==> src/rtl/jtag_pkg.sv <==
// Shared types and helpers for the JTAG data-register TX scheduler.
// Exports: sched_state_t, DR_WORD_W, slice_lsb().
package jtag_pkg;

    localparam int unsigned DR_WORD_W = 32;

    typedef enum logic [1:0] {
        ST_IDLE     = 2'd0,
        ST_LOADED   = 2'd1,
        ST_SHIFT    = 2'd2,
        ST_COMPLETE = 2'd3
    } sched_state_t;

    // LSB position of word idx inside a flattened bus of width-bit words.
    function automatic int unsigned slice_lsb(input int unsigned idx, input int unsigned width);
        return idx * width;
    endfunction

endpackage

==> src/rtl/rr_arbiter.sv <==
// Combinational round-robin picker: first asserted req scanning upward from rr_ptr, with wrap.
// Ports: req (request vector), rr_ptr (scan start), winner_idx_c (winning index),
//        any_req_c (at least one request asserted).
module rr_arbiter #(
    parameter  int unsigned NUM_REQ = 4,
    localparam int unsigned IDXW    = (NUM_REQ > 1) ? $clog2(NUM_REQ) : 1
) (
    input  logic [NUM_REQ-1:0] req,
    input  logic [IDXW-1:0]    rr_ptr,
    output logic [IDXW-1:0]    winner_idx_c,
    output logic               any_req_c
);

    // Candidate index at scan distance k from the pointer.
    logic [IDXW-1:0] cand [NUM_REQ];

    for (genvar k = 0; k < NUM_REQ; k++) begin : g_cand
        assign cand[k] = IDXW'((32'(rr_ptr) + 32'(k)) % NUM_REQ);
    end

    // Scan from farthest to nearest so the nearest asserted candidate wins.
    always_comb begin
        winner_idx_c = '0;
        any_req_c    = 1'b0;
        for (int k = int'(NUM_REQ) - 1; k >= 0; k--) begin
            if (req[cand[k]]) begin
                winner_idx_c = cand[k];
                any_req_c    = 1'b1;
            end
        end
    end

endmodule

==> src/rtl/jtag_dr_tx_scheduler.sv <==
// Arbitrates DR scan requesters at Capture-DR, loads the shared TDO serializer,
// gates its enable through Shift-DR and acknowledges completed scans at Update-DR.
// Ports: clk_tck/reset (sync, active-high); capture_dr/shift_dr/update_dr TAP phase flags;
//        req/req_data requester levels and flattened words; tx_data/tx_enable/tx_reset
//        serializer controls, tx_done serializer completion; ack one-hot completion pulse;
//        abort abandoned-scan pulse; busy non-idle; grant_idx/grant_valid latched grant.
module jtag_dr_tx_scheduler
    import jtag_pkg::*;
#(
    parameter  int unsigned         NUM_REQ      = 4,
    parameter  int unsigned         WORD_W       = DR_WORD_W,
    parameter  logic [WORD_W-1:0]   DEFAULT_WORD = '0,
    localparam int unsigned         IDXW         = (NUM_REQ > 1) ? $clog2(NUM_REQ) : 1
) (
    input  logic                        clk_tck,
    input  logic                        reset,
    input  logic                        capture_dr,
    input  logic                        shift_dr,
    input  logic                        update_dr,
    input  logic [NUM_REQ-1:0]          req,
    input  logic [NUM_REQ*WORD_W-1:0]   req_data,
    output logic [WORD_W-1:0]           tx_data,
    output logic                        tx_enable,
    output logic                        tx_reset,
    input  logic                        tx_done,
    output logic [NUM_REQ-1:0]          ack,
    output logic                        abort,
    output logic                        busy,
    output logic [IDXW-1:0]             grant_idx,
    output logic                        grant_valid
);

    sched_state_t        state, state_nxt;
    logic [IDXW-1:0]     rr_ptr, rr_ptr_nxt;
    logic [WORD_W-1:0]   tx_data_nxt;
    logic                tx_enable_nxt, tx_reset_nxt, abort_nxt, busy_nxt, grant_valid_nxt;
    logic [NUM_REQ-1:0]  ack_nxt;
    logic [IDXW-1:0]     grant_idx_nxt;
    logic                abandon_c;
    logic [IDXW-1:0]     win_idx_c;
    logic                any_req_c;

    // Unflattened view of the requester words.
    logic [WORD_W-1:0]   req_words [NUM_REQ];

    for (genvar i = 0; i < NUM_REQ; i++) begin : g_words
        assign req_words[i] = req_data[slice_lsb(i, WORD_W) +: WORD_W];
    end

    rr_arbiter #(
        .NUM_REQ      (NUM_REQ)
    ) u_arb (
        .req          (req),
        .rr_ptr       (rr_ptr),
        .winner_idx_c (win_idx_c),
        .any_req_c    (any_req_c)
    );

    // State and registered outputs.
    always_ff @(posedge clk_tck) begin
        if (reset) begin
            state       <= ST_IDLE;
            rr_ptr      <= '0;
            tx_data     <= DEFAULT_WORD;
            tx_enable   <= 1'b0;
            tx_reset    <= 1'b1;
            ack         <= '0;
            abort       <= 1'b0;
            busy        <= 1'b0;
            grant_idx   <= '0;
            grant_valid <= 1'b0;
        end else begin
            state       <= state_nxt;
            rr_ptr      <= rr_ptr_nxt;
            tx_data     <= tx_data_nxt;
            tx_enable   <= tx_enable_nxt;
            tx_reset    <= tx_reset_nxt;
            ack         <= ack_nxt;
            abort       <= abort_nxt;
            busy        <= busy_nxt;
            grant_idx   <= grant_idx_nxt;
            grant_valid <= grant_valid_nxt;
        end
    end

    // Next-state and next-output logic; pulses default low, grant/word hold.
    always_comb begin
        state_nxt       = state;
        rr_ptr_nxt      = rr_ptr;
        tx_data_nxt     = tx_data;
        tx_enable_nxt   = 1'b0;
        tx_reset_nxt    = 1'b0;
        ack_nxt         = '0;
        abort_nxt       = 1'b0;
        grant_idx_nxt   = grant_idx;
        grant_valid_nxt = grant_valid;
        abandon_c       = 1'b0;

        if (capture_dr) begin
            // A capture outside IDLE abandons the scan in flight, then re-arbitrates.
            if (state != ST_IDLE) begin
                abort_nxt    = grant_valid;
                tx_reset_nxt = grant_valid;
            end
            if (any_req_c) begin
                tx_data_nxt     = req_words[win_idx_c];
                grant_idx_nxt   = win_idx_c;
                grant_valid_nxt = 1'b1;
            end else begin
                tx_data_nxt     = DEFAULT_WORD;
                grant_valid_nxt = 1'b0;
            end
            state_nxt = ST_LOADED;
        end else begin
            case (state)
                ST_LOADED: begin
                    if (shift_dr) begin
                        tx_enable_nxt = 1'b1;
                        state_nxt     = ST_SHIFT;
                    end else begin
                        abandon_c = 1'b1;
                    end
                end
                ST_SHIFT: begin
                    if (tx_done) begin
                        state_nxt = ST_COMPLETE;
                    end else if (shift_dr) begin
                        tx_enable_nxt = 1'b1;
                    end else begin
                        abandon_c = 1'b1;
                    end
                end
                ST_COMPLETE: begin
                    if (update_dr) begin
                        if (grant_valid) begin
                            ack_nxt    = NUM_REQ'(1) << grant_idx;
                            rr_ptr_nxt = IDXW'((32'(grant_idx) + 32'd1) % NUM_REQ);
                        end
                        tx_reset_nxt = 1'b1;
                        state_nxt    = ST_IDLE;
                    end else if (shift_dr) begin
                        abandon_c = 1'b1;
                    end
                end
                default: ;
            endcase
        end

        // Abandoned scan: pointer untouched so the same requester wins next time.
        if (abandon_c) begin
            abort_nxt    = grant_valid;
            tx_reset_nxt = grant_valid;
            state_nxt    = ST_IDLE;
        end

        busy_nxt = (state_nxt != ST_IDLE);
    end

endmodule

==> config.mk <==
export PLATFORM = sky130hd
export DESIGN_NAME = jtag_dr_tx_scheduler
export DESIGN_NICKNAME = d
export VERILOG_FILES = /design/src/rtl/jtag_pkg.sv /design/src/rtl/rr_arbiter.sv /design/src/rtl/jtag_dr_tx_scheduler.sv
export SDC_FILE = /design/constraint.sdc
export NUM_CORES = 1
export LEC_CHECK = 0
export ABC_AREA = 1
export CAP_MARGIN = 0
export CORE_MARGIN = 2
export CORE_UTILIZATION = 35
export DETAILED_ROUTE_END_ITERATION = 16
export PLACE_DENSITY = 0.76
export SYNTH_ARGS = -nofsm -noshare
export SYNTH_HDL_FRONTEND = slang
export SYNTH_SLANG_ARGS = --single-unit
==> constraint.sdc <==
create_clock -name clk_tck -period 1.92 [get_ports clk_tck]
set_input_delay 0.384 -clock clk_tck [delete_from_list [all_inputs] [get_ports clk_tck]]
set_output_delay 0.384 -clock clk_tck [all_outputs]
set_load 0.01 [all_outputs]
==> flow_summary.ini, run 1 <==
[worst_setup_path]
path_class = flop to flop
cp-end-kind = flop
critPathLaunchType = flop
path_max_fanout = 8
worstPathRequired_ns = 2.13
crit_arrival_ns = 2.09

[layout]
fillers = 721
fin_cells = 773
syn_to_final_growth_pct = 80.4
fin_area_um2 = 5390
final_cell_mix = clkdlybuf4s50_1 (176), nand3_1 (163), nand2_1 (157), dfxtp_1 (45), inv_1 (20)
layout_commonest_cell = clkdlybuf4s50_1
drive_above_1_share_pct = 9.58
antenna_cells = 0
fin_nets = 809

[pwr]
ir_worst_vdd_v = 0.000437
cellLeakagePower_uw = 0.00238
power_density_nw_per_um2 = 549

[grt]
antenna_found_initial = 0
grt_max_degree = 40
overflow = 0
grt_pass1_vias = 3679
grt_pass1_wl_um = 16700
track_usage_pct = 22.9

[detailed_routing]
drtIter0Drc = 175
vias_per_cell = 5.24
wl_per_cell_um = 14.7
vias = 4048
drtPass1Iterations = 4
ant_nets = 0
drc_errors = 0
drt-total-wl_um = 11400

[sta]
maxSlewViolCount = 0
fmax_ghz = 0.531
worst_pin_slew_ns = 0.448
hold_viol = 0
skew_ns = 0.0134
fin_crit_sh_pct = 98.0
finalCriticalPeriod_ns = 1.88
relSlewSlack_pct = 69.8
finalSetupViolCount = 0

[floorplan]
fp.dieW_um = 96.4
initial_core_util_pct = 36.2
die_h_um = 96.4
ios = 181
coreArea_um2 = 8260
die-area_um2 = 9300
fp-row-count = 33

[synthesis]
yosys_warnings = 0
syn_inst = 484
synth_area_um2 = 2990
ys_seq_area_share_pct = 31.5
synth_fp_nets = 626
synth_top_area_share_pct = 31.5
synth_largest_area_cell = dfxtp_1
avgSynthCellArea_um2 = 6.18
synthTopCellsByArea = dfxtp_1 (31%), nand3_1 (28%), nand2_1 (21%)
ys_ff_latch = 47
synth_cell_type_count = 25

[clocking]
clock_tree.root_cell = clkbuf_8
cts_htree_levels = 2
cts_buffers = 5
clockBufferDepth = 2
cts_tree = built
clock_latency_ns = 0.31
cts_sinks = 47
clk_pin_slew_ns = 0.10

[status]
status = finished, final reports clean

[placed_design]
placed_cell_area_um2 = 4980
dp.cells = 757
gp_congestion = 0.806
io_buffers = 180
place_hpwl_um = 8240

[job]
maxCapViolations = 0

[min_path]
hold_class = flop to flop
[flip-flops by register name, summed over array words and instances (netlist names)]
register / count
tx_data: 32
busy: 1
tx_reset: 1
grant_valid: 1
ack: 4
grant_idx: 2
abort: 1
rr_ptr: 2
tx_enable: 1
state: 2
[area by class of cell]
cell class              count  area [µm²]  share of cell area (%)
clock buffers               5        68.8                    1.28
clock inverters             3        67.6                    1.25
inverters                  23        91.3                    1.69
multi-input cells         380        1840                    34.1
flip-flops and latches     47         946                    17.5
well taps                 105         131                    2.44
repair buffers            210        2250                    41.7
[critical path, cell delays in order (launching register included)]
cell       delay, ns
dfxtp_2         0.38
inv_2           0.13
nand2_1         0.10
nand2_2         0.11
nand2_4         0.08
nand3_4         0.11
nand2_2         0.07
nand2_4         0.10
nand2_4         0.07
buf_12          0.15
clkbuf_16       0.16
nand2_1         0.05
nand3_1         0.10
nand3_1         0.11
nand2_1         0.05
[metal layers]
| layer | GRT usage (%) | share of wire, % | up-vias |
|---|---|---|---|
| met4 | 6.22 | 2.0 | 0 |
| met2 | 43.0 | 51 | 178 |
| met1 | 25.0 | 39 | 1882 |
| li1 | - | - | 1971 |
| met3 | 6.44 | 8.5 | 17 |
| met5 | 0 | 0 | - |
[cell usage after synthesis, drive strengths merged]
cell,count
clkbuf,7
xnor2,1
nor3b,1
o21ai,8
nor3,5
nand3,168
buf,27
inv,23
a21boi,1
a2111o,1
nand4,1
a21oi,9
o221ai,1
o21bai,1
nand2,169
dfxtp,47
ha,4
o22ai,1
nor2,9
[final timing paths]
path,start,to,slack [ns],cells after the start
hold reg to reg,tx_data[25],tx_data[25],0.46,2
hold / removal,tx_data[25],tx_data[25],0.46,2
setup reg to reg,rr_ptr[1],tx_data[9],0.04,14
setup / recovery,rr_ptr[1],tx_data[9],0.04,14
[where the power goes]
group,internal [µW],switching (µW),total [µW]
Sequential,1040,43.7,1090
Clock,519,352,871
Combinational,586,417,1000
[cell families (layout without fill, tap and decap cells)]
| logic type | after synthesis | count (layout) | synth area share [%] |
|---|---|---|---|
| simple gates | 353 | 353 | 52.2 |
| buf+inv | 57 | 241 | 10.1 |
| flops | 47 | 47 | 31.5 |
| compound gates | 22 | 22 | 4.23 |
| fa+ha+maj | 4 | 4 | 1.67 |
| xor+xnor | 1 | 1 | 0.293 |
[metrics by stage]
stage	TNS (ns)	worst slack, ns	utilization [%]	hold WS (ns)	power, µW
3_3_place_gp	-7.43	-0.274	60.3	0.438	2020
2_1_floorplan	0	0.334	-	0.474	1490
3_5_place_dp	-10.78	-0.365	60.3	0.443	2030
4_1_cts	0	0.0112	62.9	0.458	2930
5_1_grt	-0.0341	-0.0214	65.3	0.472	3100
6_report	0	0.0375	65.3	0.456	2960
[timing repair]
| item | CTS | global route |
|---|---|---|
| cloned | 1 | 4 |
| pin swaps | 1 | 8 |
| resized for setup | 7 | 22 |
| buffers inserted | 1 | 2 |
| endpoints found under the setup margin | 29 | 33 |
| hold buffers | 0 | 0 |
Power figures use the tool's default switching activity.
==> run 2, diff against run 1 <==
Settings changed: CTS_BUF_LIST from default to sky130_fd_sc_hd__clkbuf_4.
==> run 2 against run 1 <==
Effect of this change:
- critical path type is now flop to primary output
- utilization shrank 2.3 points
- register-to-register slack better by 0.11 ns
- clock-buffer cell count is the same
- largest cell class unchanged
==> flow_summary.ini, run 2 (synthesis gave the netlist of run 1 again) <==
[detailed_routing]
ant_nets = 0
drtIter0Drc = 134
vias = 3920
vias_per_cell = 5.11
drc_errors = 0
wl_per_cell_um = 14.1
drt-total-wl_um = 10800
drtPass1Iterations = 4

[sta]
finalCriticalPeriod_ns = 1.80
relSlewSlack_pct = 71.0
skew_ns = 0.0138
maxSlewViolCount = 0
layout_setup_ws_ns = 0.118
fin_crit_sh_pct = 93.8
hold_viol = 0
fmax_ghz = 0.555
finalSetupViolCount = 0
worst_pin_slew_ns = 0.431

[floorplan]
coreArea_um2 = 8260
die_h_um = 96.4
initial_core_util_pct = 36.2
fp.dieW_um = 96.4
die-area_um2 = 9300
fp-row-count = 33
ios = 181

[grt]
grt_max_degree = 40
grt_util_met3_pct = 6.52
grt_pass1_wl_um = 16200
grt.busiest_layer = met2
antenna_found_initial = 0
grt_pass1_vias = 3624
track_usage_pct = 22.2
met1_usage_pct = 24.2
use_met2_pct = 41.4
overflow = 0

[clocking]
clock_latency_ns = 0.37
clockBufferDepth = 2
cts_sinks = 47
cts_tree = built
cts_setup_buffers = 0
clock_tree.root_cell = clkbuf_4
cts_buffers = 5
clk_pin_slew_ns = 0.15
cts_htree_levels = 2
cts_hold_buf = 0

[worst_setup_path]
critPathLaunchType = flop
path_class = flop to primary output
cp-end-kind = primary output
crit_arrival_ns = 1.42
cpPeakStageDelay_ns = 0.58
worst_path_dominant_cell_family = buffers and inverters
worstPathRequired_ns = 1.54
cpMaxStageDelayCell = clkdlybuf4s50_1
critPathBufInv = 1
path_max_fanout = 6
crit_chain = clkdlybuf4s50_1

[job]
maxCapViolations = 0

[layout]
reg_top3 = tx_data: 32 flops, ack: 4 flops
largest_reg_flops = 32
syn_to_final_growth_pct = 74.0
largest-register = tx_data
fillers = 759
antenna_cells = 0
drive_above_1_share_pct = 7.55
final_cell_mix = clkdlybuf4s50_1 (179), nand3_1 (164), nand2_1 (163), dfxtp_1 (45), inv_1 (21)
layout_commonest_cell = clkdlybuf4s50_1
fin_nets = 803

[min_path]
hold_class = flop to flop

[pwr]
cellLeakagePower_uw = 0.00227
swShare_pct = 28.0
ir_worst_vdd_v = 0.000425
p_int_uw = 2000
pwr-share-seq_pct = 39.1
clockPowerShare_pct = 26.5
p_comb_share_pct = 34.4
p_total_uw = 2780
power_density_nw_per_um2 = 534
power_switching_uw = 778

[status]
status = finished, final reports clean

[placed_design]
place_hpwl_um = 8240
post-place-ws_ns = -0.365
gp_congestion = 0.806
io_buffers = 180
[run 2: area by class of cell]
class	count	area, µm²	share of cell area [%]
clock buffer	5	37.5	0.722
clock inverter	3	67.6	1.30
inverter	23	88.8	1.71
multi-input combinational	380	1810	34.7
sequential	47	948	18.2
tap	105	131	2.53
timing repair buffer	204	2120	40.8
[run 2: per-layer routing]
metal | wire [µm] | vias to the layer above
li1 | - | 1962
met5 | 0 | -
met3 | 926 | 14
met4 | 149 | 0
met2 | 5480 | 152
met1 | 4270 | 1792
[run 2: path summary, 6_finish.rpt]
check | cells past startpoint | slack (ns) | start | end
min | 2 | 0.46 | tx_data[25] | tx_data[25]
max | 1 | 0.12 | grant_idx[1] | grant_idx[1]
min reg2reg | 2 | 0.46 | tx_data[25] | tx_data[25]
max reg2reg | 13 | 0.15 | rr_ptr[1] | tx_data[7]
[run 2: power by group through the flow]
stage               clock (µW)  combinational (µW)  sequential, µW
floorplan                    0                 355            1140
global placement             0                 908            1110
detailed placement           0                 923            1110
CTS                        753                 926            1090
global route               784                1040            1100
finish                     737                 956            1090
[run 2: repair_timing]
action,4_1_cts,5_1_grt
cloned,0,2
setup endpoints to repair,20,32
pin swaps,0,1
resized for setup,1,17
[run 2: metrics by stage]
step	utilization, %	setup TNS [ns]	cells	hold slack (ns)	area (µm²)
6_report	63.0	0	767	0.462	5200
5_1_grt	63.0	-0.0302	767	0.478	5200
2_1_floorplan	-	0	484	0.474	2990
3_3_place_gp	60.3	-7.43	757	0.438	4980
3_5_place_dp	60.3	-10.78	757	0.443	4980
4_1_cts	61.6	0	765	0.464	5080
==> run 3, diff against run 2 <==
Settings changed: CTS_CLUSTER_SIZE from default to 8, SLEW_MARGIN from default to 20.
==> results of run 3 <==
Final layout, timing and power as in run 2 (identical DEF).
